File: src/rtl/pipe_skid_pkg.sv
// Shared types for the skid-buffered pipeline stage.
// The state encoding is also the occupancy level.
package pipe_skid_pkg;

  typedef enum logic [1:0] {
    EMPTY = 2'b00,
    BUSY  = 2'b01,
    FULL  = 2'b10
  } pipe_skid_state_t;

  localparam int LEVEL_W = 2;

endpackage

File: src/rtl/pipe_stall_counter.sv
// Saturating up-counter for stall cycles.
// Only instantiated when PIPE_SKID_STALL_CNT_EN is defined.
module pipe_stall_counter #(
  parameter int CNT_W = 16
) (
  input  logic             clk,
  input  logic             rst,
  input  logic             inc,
  output logic [CNT_W-1:0] count
);

  always_ff @(posedge clk) begin
    if (rst) begin
      count <= '0;
    end else if (inc && (count != {CNT_W{1'b1}})) begin
      count <= count + 1'b1;
    end
  end

endmodule

File: src/rtl/pipe_skid_stage.sv
// Valid/ready pipeline register with a 2-entry skid buffer.
// Optional stall counter: define PIPE_SKID_STALL_CNT_EN.
module pipe_skid_stage
  import pipe_skid_pkg::*;
#(
  parameter int DATA_W = 32,
  parameter int CTRL_W = 8,
  parameter int CNT_W  = 16
) (
  input  logic               clk,
  input  logic               rst,
  input  logic               flush,
  input  logic               in_valid,
  output logic               in_ready,
  input  logic [DATA_W-1:0]  in_data,
  input  logic [CTRL_W-1:0]  in_ctrl,
  output logic               out_valid,
  input  logic               out_ready,
  output logic [DATA_W-1:0]  out_data,
  output logic [CTRL_W-1:0]  out_ctrl,
  output logic [LEVEL_W-1:0] level,
  output logic [CNT_W-1:0]   stall_cnt
);

  pipe_skid_state_t state, state_d;

  logic [DATA_W-1:0] main_data, skid_data;
  logic [CTRL_W-1:0] main_ctrl, skid_ctrl;

  logic in_fire, out_fire;
  logic ld_main_in, ld_main_skid, ld_skid;

  assign in_ready  = (state != FULL) && !rst;
  assign out_valid = (state != EMPTY);
  assign in_fire   = in_valid && in_ready;
  assign out_fire  = out_valid && out_ready;

  assign out_data = main_data;
  // Bubbles must never carry live write enables downstream.
  assign out_ctrl = out_valid ? main_ctrl : '0;

  always_comb begin
    level = 2'd0;
    unique case (1'b1)
      (state == BUSY): level = 2'd1;
      (state == FULL): level = 2'd2;
      default:         level = 2'd0;
    endcase
  end

  always_comb begin
    state_d      = state;
    ld_main_in   = 1'b0;
    ld_main_skid = 1'b0;
    ld_skid      = 1'b0;
    if (flush) begin
      state_d = EMPTY;
    end else begin
      unique case (state)
        EMPTY: begin
          if (in_fire) begin
            ld_main_in = 1'b1;
            state_d    = BUSY;
          end
        end
        BUSY: begin
          if (in_fire && out_fire) begin
            ld_main_in = 1'b1;
          end else if (in_fire) begin
            ld_skid = 1'b1;
            state_d = FULL;
          end else if (out_fire) begin
            state_d = EMPTY;
          end
        end
        FULL: begin
          if (out_fire) begin
            ld_main_skid = 1'b1;
            state_d      = BUSY;
          end
        end
        default: state_d = EMPTY;
      endcase
    end
  end

  always_ff @(posedge clk) begin
    if (rst) begin
      state     <= EMPTY;
      main_data <= '0;
      main_ctrl <= '0;
      skid_data <= '0;
      skid_ctrl <= '0;
    end else begin
      state <= state_d;
      if (ld_main_in) begin
        main_data <= in_data;
        main_ctrl <= in_ctrl;
      end else if (ld_main_skid) begin
        main_data <= skid_data;
        main_ctrl <= skid_ctrl;
      end
      if (ld_skid) begin
        skid_data <= in_data;
        skid_ctrl <= in_ctrl;
      end
    end
  end

`ifdef PIPE_SKID_STALL_CNT_EN
  pipe_stall_counter #(
    .CNT_W(CNT_W)
  ) u_stall_cnt (
    .clk  (clk),
    .rst  (rst),
    .inc  (out_valid && !out_ready),
    .count(stall_cnt)
  );
`else
  assign stall_cnt = '0;
`endif

endmodule

File: config.mk
export PLATFORM = sky130hd
export DESIGN_NAME = pipe_skid_stage
export DESIGN_NICKNAME = d
export VERILOG_FILES = /design/src/rtl/pipe_skid_pkg.sv /design/src/rtl/pipe_stall_counter.sv /design/src/rtl/pipe_skid_stage.sv
export SDC_FILE = /design/constraint.sdc
export NUM_CORES = 1
export LEC_CHECK = 0
export ABC_CLOCK_PERIOD_IN_PS = 1480
export CAP_MARGIN = 20
export CORE_MARGIN = 2
export CORE_UTILIZATION = 35
export CTS_CLUSTER_DIAMETER = 200
export DETAILED_ROUTE_END_ITERATION = 7
export PLACE_DENSITY_LB_ADDON = 0.25
export SYNTH_ARGS = -nofsm -noshare
export SYNTH_HDL_FRONTEND = slang
export SYNTH_HIERARCHICAL = 1
export SYNTH_SLANG_ARGS = --single-unit
File: constraint.sdc
create_clock -name clk -period 1.48 [get_ports clk]
set_input_delay 0.296 -clock clk [delete_from_list [all_inputs] [get_ports clk]]
set_output_delay 0.296 -clock clk [all_outputs]
set_load 0.005 [all_outputs]
==> results of run 1 <==
how the worst max path moves through the flow:
stage / from / end / slack, ns / depth (start not counted)
2_1_floorplan: state[1] / main_ctrl[7] / 0.001 / 6
3_3_place_gp: in_valid / skid_data[18] / -0.43 / 5
3_5_place_dp: flush / skid_data[17] / -0.47 / 6
4_1_cts: state[1] / skid_data[4] / -0.26 / 6
5_1_grt: state[1] / skid_data[28] / -0.34 / 6
6_report: state[1] / skid_data[4] / -0.26 / 6
routing by layer:
metal / up-vias / global-route usage, %
met5: - / 0
met4: 0 / 6.33
met3: 8 / 3.79
met2: 110 / 27.5
met1: 1718 / 24.4
li1: 1782 / -
power by group through the flow:
stage / Clock (mW) / Sequential (mW) / Combinational [mW]
final: 1.72 / 2.31 / 0.606
after global routing: 1.84 / 2.32 / 0.657
after CTS: 1.76 / 2.31 / 0.593
after detailed placement: 0 / 2.35 / 0.600
after global placement: 0 / 2.35 / 0.594
after floorplan: 0 / 2.35 / 0.290
cells by family after synthesis:
| logic type | after synthesis | share of synthesized area (%) |
|---|---|---|
| compound gates | 123 | 19.7 |
| buf+inv | 66 | 10.1 |
| flops | 82 | 42.1 |
| mux | 1 | 0.257 |
| other cells | 1 | 0.0962 |
| simple gates | 185 | 27.7 |
cell usage after synthesis (all sizes together):
| library cell | number | share of area [%] |
|---|---|---|
| nor4 | 1 | 0.16 |
| a21oi | 42 | 5.4 |
| nand4bb | 1 | 0.29 |
| mux2i | 1 | 0.26 |
| nor2 | 4 | 0.38 |
| a311oi | 40 | 9.0 |
| and4bb | 1 | 0.32 |
| nand3 | 40 | 5.1 |
| nor3 | 40 | 10 |
| clkbuf | 29 | 2.8 |
| buf | 36 | 7.2 |
| nand2 | 82 | 7.9 |
| or3b | 1 | 0.22 |
| o21a | 1 | 0.19 |
| inv | 1 | 0.096 |
| dfxtp | 82 | 42 |
| nor2b | 12 | 1.9 |
| o21ai | 40 | 5.1 |
| or4b | 1 | 0.35 |
| nand2b | 1 | 0.16 |
| conb | 1 | 0.096 |
| nor4b | 1 | 0.61 |
timing repair:
item | 4_1_cts | 5_1_grt
buffers inserted | 9 | 3
endpoints found under the setup margin | 124 | 92
pin swaps | 1 | 1
resized for setup | 107 | 22
gates cloned | 1 | 0
hold buffers | 0 | 0
final cells by class:
| class | instances | area (um^2) | area share (%) |
|---|---|---|---|
| Sequential cell | 82 | 1680 | 31.4 |
| Tap cell | 140 | 175 | 3.27 |
| Multi-Input combinational cell | 326 | 2040 | 38.0 |
| Inverter | 1 | 3.75 | 0.0701 |
| Clock buffer | 9 | 124 | 2.31 |
| Clock inverter | 7 | 81.3 | 1.52 |
| Timing Repair Buffer | 126 | 1250 | 23.4 |
state kept, by name, summed over array words and instances, names as in the netlist:
| signal | count |
|---|---|
| skid_data | 32 |
| main_ctrl | 8 |
| skid_ctrl | 8 |
| out_data | 32 |
| state | 2 |
critical path, stage by stage, from the launching register on:
cell	delay (ns)
dfxtp_4	0.37
buf_6	0.12
buf_8	0.12
or4b_4	0.55
buf_12	0.20
o21ai_1	0.14
a21oi_1	0.07
per-stage QoR:
step | instance area (um^2) | TNS [ns] | utilization [%]
after floorplan | 3970 | 0 | -
after global placement | 4950 | -34.22 | 45.7
after detailed placement | 4950 | -36.06 | 45.7
after CTS | 5270 | -19.71 | 48.6
after global routing | 5350 | -25.69 | 49.4
final | 5350 | -20.10 | 49.4
==> results.yml, run 1 <==
pwr:
  p_sw_share_pct: 26.9
  switchingPower_mw: 1.25
  p_comb_share_pct: 13.1
  p_leak_nw: 1.96
  p_int_mw: 3.38
  design_power_total_mw: 4.63
  ir_worst_vdd_uv: 435
  power.clock.fraction_pct: 37.1
  seqPwrFrac_pct: 49.8
  powerDensity_nw_per_um2: 865
critical_path:
  crit_required_ns: 1.68
  reg2regPathDepth: 6
  path_class: "reg -> reg"
  crit_path_start_kind: "flip-flop"
  r2r_setup_slack_ns: -0.26
  crit_path_end_kind: "flip-flop"
  r2r_end: "skid_data[4]"
  r2r_start: "state[1]"
  arrival_ns: 1.94
  crit_fanout: 29
synth:
  synthCells: 458
  synth_warnings: 6
  ys_ff_latch: 82
  postSynthAreaPerCell_um2: 8.51
  ys_types: 25
  synth_seq_area_share_pct: 42.1
  synth_area_um2: 3900
route:
  viasPerCell: 5.24
  dr.pass1.iters: 4
  avgRoutedWirePerCell_um: 15.3
  top_layer_used: "met4"
  drt-initial-drc-count: 249
  wl_um: 10600
  via_count: 3618
  wl_met3_um: 618
  drc: 0
  wl_met2_um: 4990
  wl_met1_um: 4830
  postRouteAntennaNets: 0
grt:
  grt_first_pass_wirelength_um: 16800
  antenna_found_initial: 0
  grt_max_degree: 83
  grt_overflow: 0
  grt_pass1_vias: 3398
  grt.total_usage_pct: 17.8
sta:
  max_slew_margin_pct: 41.4
  post-route-min-period_ns: 1.74
  finClkSkew_ns: 0.0124
  slew_viol_final: 0
  setup_viol: 93
  worst_pin_slew_ns: 0.879
  grt_setup_unrepaired: "true"
  period_share_pct: 118
  hold_viol: 0
  hold_ws_ns: 0.460
  fin_ws_ns: -0.261
  max_freq_mhz: 574
layout:
  area_growth_pct: 37.3
  final_cell_mix: "nand2_1, dfxtp_1, clkdlybuf4s50_1"
  layout.cells.non_filler: 691
  num_antenna_cells: 0
  mostFrequentLayoutCell: "nand2_1"
  fin_nets: 591
  drive_above_1_share_pct: 29.0
  fillers: 1031
floorplan:
  start_util_pct: 36.0
  ioPinCount: 105
  fp.dieArea_um2: 12000
  core_area_um2: 10800
  die_w_um: 110
  die_h_um: 110
  row_count: 38
worst_hold_path:
  whs_path_depth: 2
  whs_endpoint: "skid_data[10]"
  worstHoldStart: "skid_data[10]"
  hold_class: "reg -> reg"
clock_tree:
  cts_max_path_buffers: 2
  cts.htree.levels: 3
  cts_tree: "done"
  clockRootBuffer: "clkbuf_8"
  numCtsBuffers: 9
  worst_skew_pair.late_latency_ns: 0.36
  clock_sinks: 82
  path_clk_slew_ns: 0.09
flow_run:
  maxCapViolations: 0
placed_design:
  place_inst: 662
  io_buffer_count: 88
  place_hpwl_um: 6480
  pre_cts_ws_ns: -0.468
  place_congestion: 0.778
outcome:
  failed_checks: "setup timing"
  status: "finished, violations left"
No activity file was read; power rests on OpenSTA's default activity.
==> run 2, diff against run 1 <==
--- a/config.mk
+++ b/config.mk
@@ -12,6 +12,7 @@
 export CTS_CLUSTER_DIAMETER = 200
 export DETAILED_ROUTE_END_ITERATION = 7
 export PLACE_DENSITY_LB_ADDON = 0.25
+export SETUP_SLACK_MARGIN = 0.1
 export SYNTH_ARGS = -nofsm -noshare
 export SYNTH_HDL_FRONTEND = slang
 export SYNTH_HIERARCHICAL = 1
==> run 2 against run 1 <==
Against the previous run:
- the flow still finishes with violations (setup timing)
- sequential share of layout area shrank 1.3 points
- worst setup slack improved by 0.052 ns
- worst hold slack worse by 0.039 ns
- count of clock-buffer cells in the layout is 2 higher
- via count grew 2.4%
- core utilization grew 2.0 points
- non-clock buffer count increased by 20
- first-iteration DRC count down 31%
==> results.yml, run 2 (same netlist as run 1, synthesis figures left out) <==
outcome:
  status: "finished, violations left"
  failed_checks: "setup timing"
critical_path:
  crit_required_ns: 1.71
  crit_fanout: 34
  crit_path_end_kind: "flip-flop"
  cp_top_family: "simple AND/OR/NAND/NOR gates"
  crit_path_start_kind: "flip-flop"
  cp_slowest_stage_delay_ns: 0.53
  cp.depth: 6
  path_class: "reg -> reg"
  arrival_ns: 1.92
  critPathBufInv: 3
  path_cells: "buf_6, buf_8, or4b_4, buf_12, o21ai_1, a21oi_1"
  cpMaxStageDelayCell: "or4b_4"
  reg2regPathDepth: 6
clock_tree:
  clockRootBuffer: "clkbuf_8"
  numCtsBuffers: 9
  cts.htree.levels: 3
  cts_tree: "done"
  clock_sinks: 82
  cts_hold_buf: 0
  cts_max_path_buffers: 2
  path_clk_slew_ns: 0.08
  worst_skew_pair.late_latency_ns: 0.36
route:
  drt-initial-drc-count: 172
  viasPerCell: 5.22
  wl_um: 11300
  via_count: 3705
  drc: 0
  postRouteAntennaNets: 0
  avgRoutedWirePerCell_um: 15.9
  dr.pass1.iters: 4
pwr:
  p_sw_share_pct: 25.7
  switchingPower_mw: 1.19
  p_comb_share_pct: 14.0
  ir_worst_vdd_uv: 486
  seqPwrFrac_pct: 49.9
  p_int_mw: 3.44
  power.clock.fraction_pct: 36.1
  powerDensity_nw_per_um2: 831
  p_leak_nw: 2.07
  design_power_total_mw: 4.63
sta:
  period_share_pct: 114
  grt_setup_unrepaired: "true"
  post-route-min-period_ns: 1.69
  setup_viol: 92
  max_freq_mhz: 592
  fin_ws_ns: -0.210
  hold_viol: 0
  slew_viol_final: 0
  finClkSkew_ns: 0.0101
placed_design:
  place_hpwl_um: 6660
  place_congestion: 0.781
  pre_cts_ws_ns: -0.461
  io_buffer_count: 88
grt:
  grt_first_pass_wirelength_um: 17400
  grt_overflow: 0
  antenna_found_initial: 0
  grt_max_degree: 49
  grt.total_usage_pct: 18.6
  grt_pass1_vias: 3428
floorplan:
  row_count: 38
  core_area_um2: 10800
  die_h_um: 110
  start_util_pct: 36.0
  ioPinCount: 105
  die_w_um: 110
  fp.dieArea_um2: 12000
worst_hold_path:
  whs_path_depth: 3
  hold_class: "in -> reg"
flow_run:
  maxCapViolations: 0
layout:
  area_growth_pct: 42.7
  drive_above_1_share_pct: 30.4
  fin_nets: 610
  final_util_pct: 51.3
  final_cell_mix: "nand2_1, dfxtp_1, clkdlybuf4s50_1"
  mostFrequentLayoutCell: "nand2_1"
  num_antenna_cells: 0
run 2: cell count changes in the layout (fill, tap and decap cells not counted), sizes merged:
| cell | delta |
|---|---|
| buf | +23 |
| clkdlybuf4s50 | -6 |
| inv | -4 |
| clkbuf | +3 |
| dlygate4sd2 | +2 |
| clkinv | +1 |
| clkinvlp | +1 |
| nor2 | -1 |
run 2: final timing paths:
check | start | slack (ns) | endpoint
setup reg to reg | state[1] | -0.21 | skid_data[31]
hold reg to reg | skid_data[9] | 0.47 | out_data[9]
hold / removal | flush | 0.42 | state[1]
setup / recovery | state[1] | -0.21 | skid_data[31]
run 2: layout make-up:
cell class              instances  area (um^2)
fillers                      1013         5280
inverters                       1         3.75
repair buffers                146         1480
well taps                     140          175
clock inverters                 5         62.6
flip-flops and latches         82         1670
clock buffers                  11          141
multi-input cells             325         2030
run 2: worst reg2reg max path: stages, from the launching register on:
cell and delay [ns]:
dfxtp_2 0.34, buf_6 0.11, buf_8 0.12, or4b_4 0.53, buf_12 0.21, o21ai_1 0.16
a21oi_1 0.09
run 2: metrics by stage:
step	area, um^2	setup TNS, ns	hold slack, ns	std cells
2_1_floorplan	3970	0	0.373	473
3_3_place_gp	4960	-33.13	0.462	666
3_5_place_dp	4960	-34.07	0.468	666
4_1_cts	5430	-12.07	0.377	702
5_1_grt	5570	-18.72	0.420	710
6_report	5570	-13.87	0.420	710
run 2: repair_timing:
action	CTS	global route
gates cloned	2	3
gates resized for setup	135	18
pin swaps	8	5
setup endpoints to repair	125	93
setup buffers	18	6
run 2: layer usage:
metal | vias to the layer above | track usage, % | share of wire, % | wire length (um)
met1 | 1752 | 25.7 | 44 | 5000
li1 | 1816 | - | - | -
met3 | 4 | 3.20 | 7.4 | 836
met5 | - | 0 | 0 | 0
met2 | 133 | 28.8 | 47 | 5350
met4 | 0 | 7.59 | 0.68 | 76
run 2: power groups by stage:
stage	combinational, mW	sequential (mW)	clock [mW]
after global placement	0.601	2.35	0
after CTS	0.613	2.31	1.72
after detailed placement	0.605	2.35	0
after floorplan	0.290	2.35	0
final	0.646	2.31	1.67
after global routing	0.701	2.32	1.83
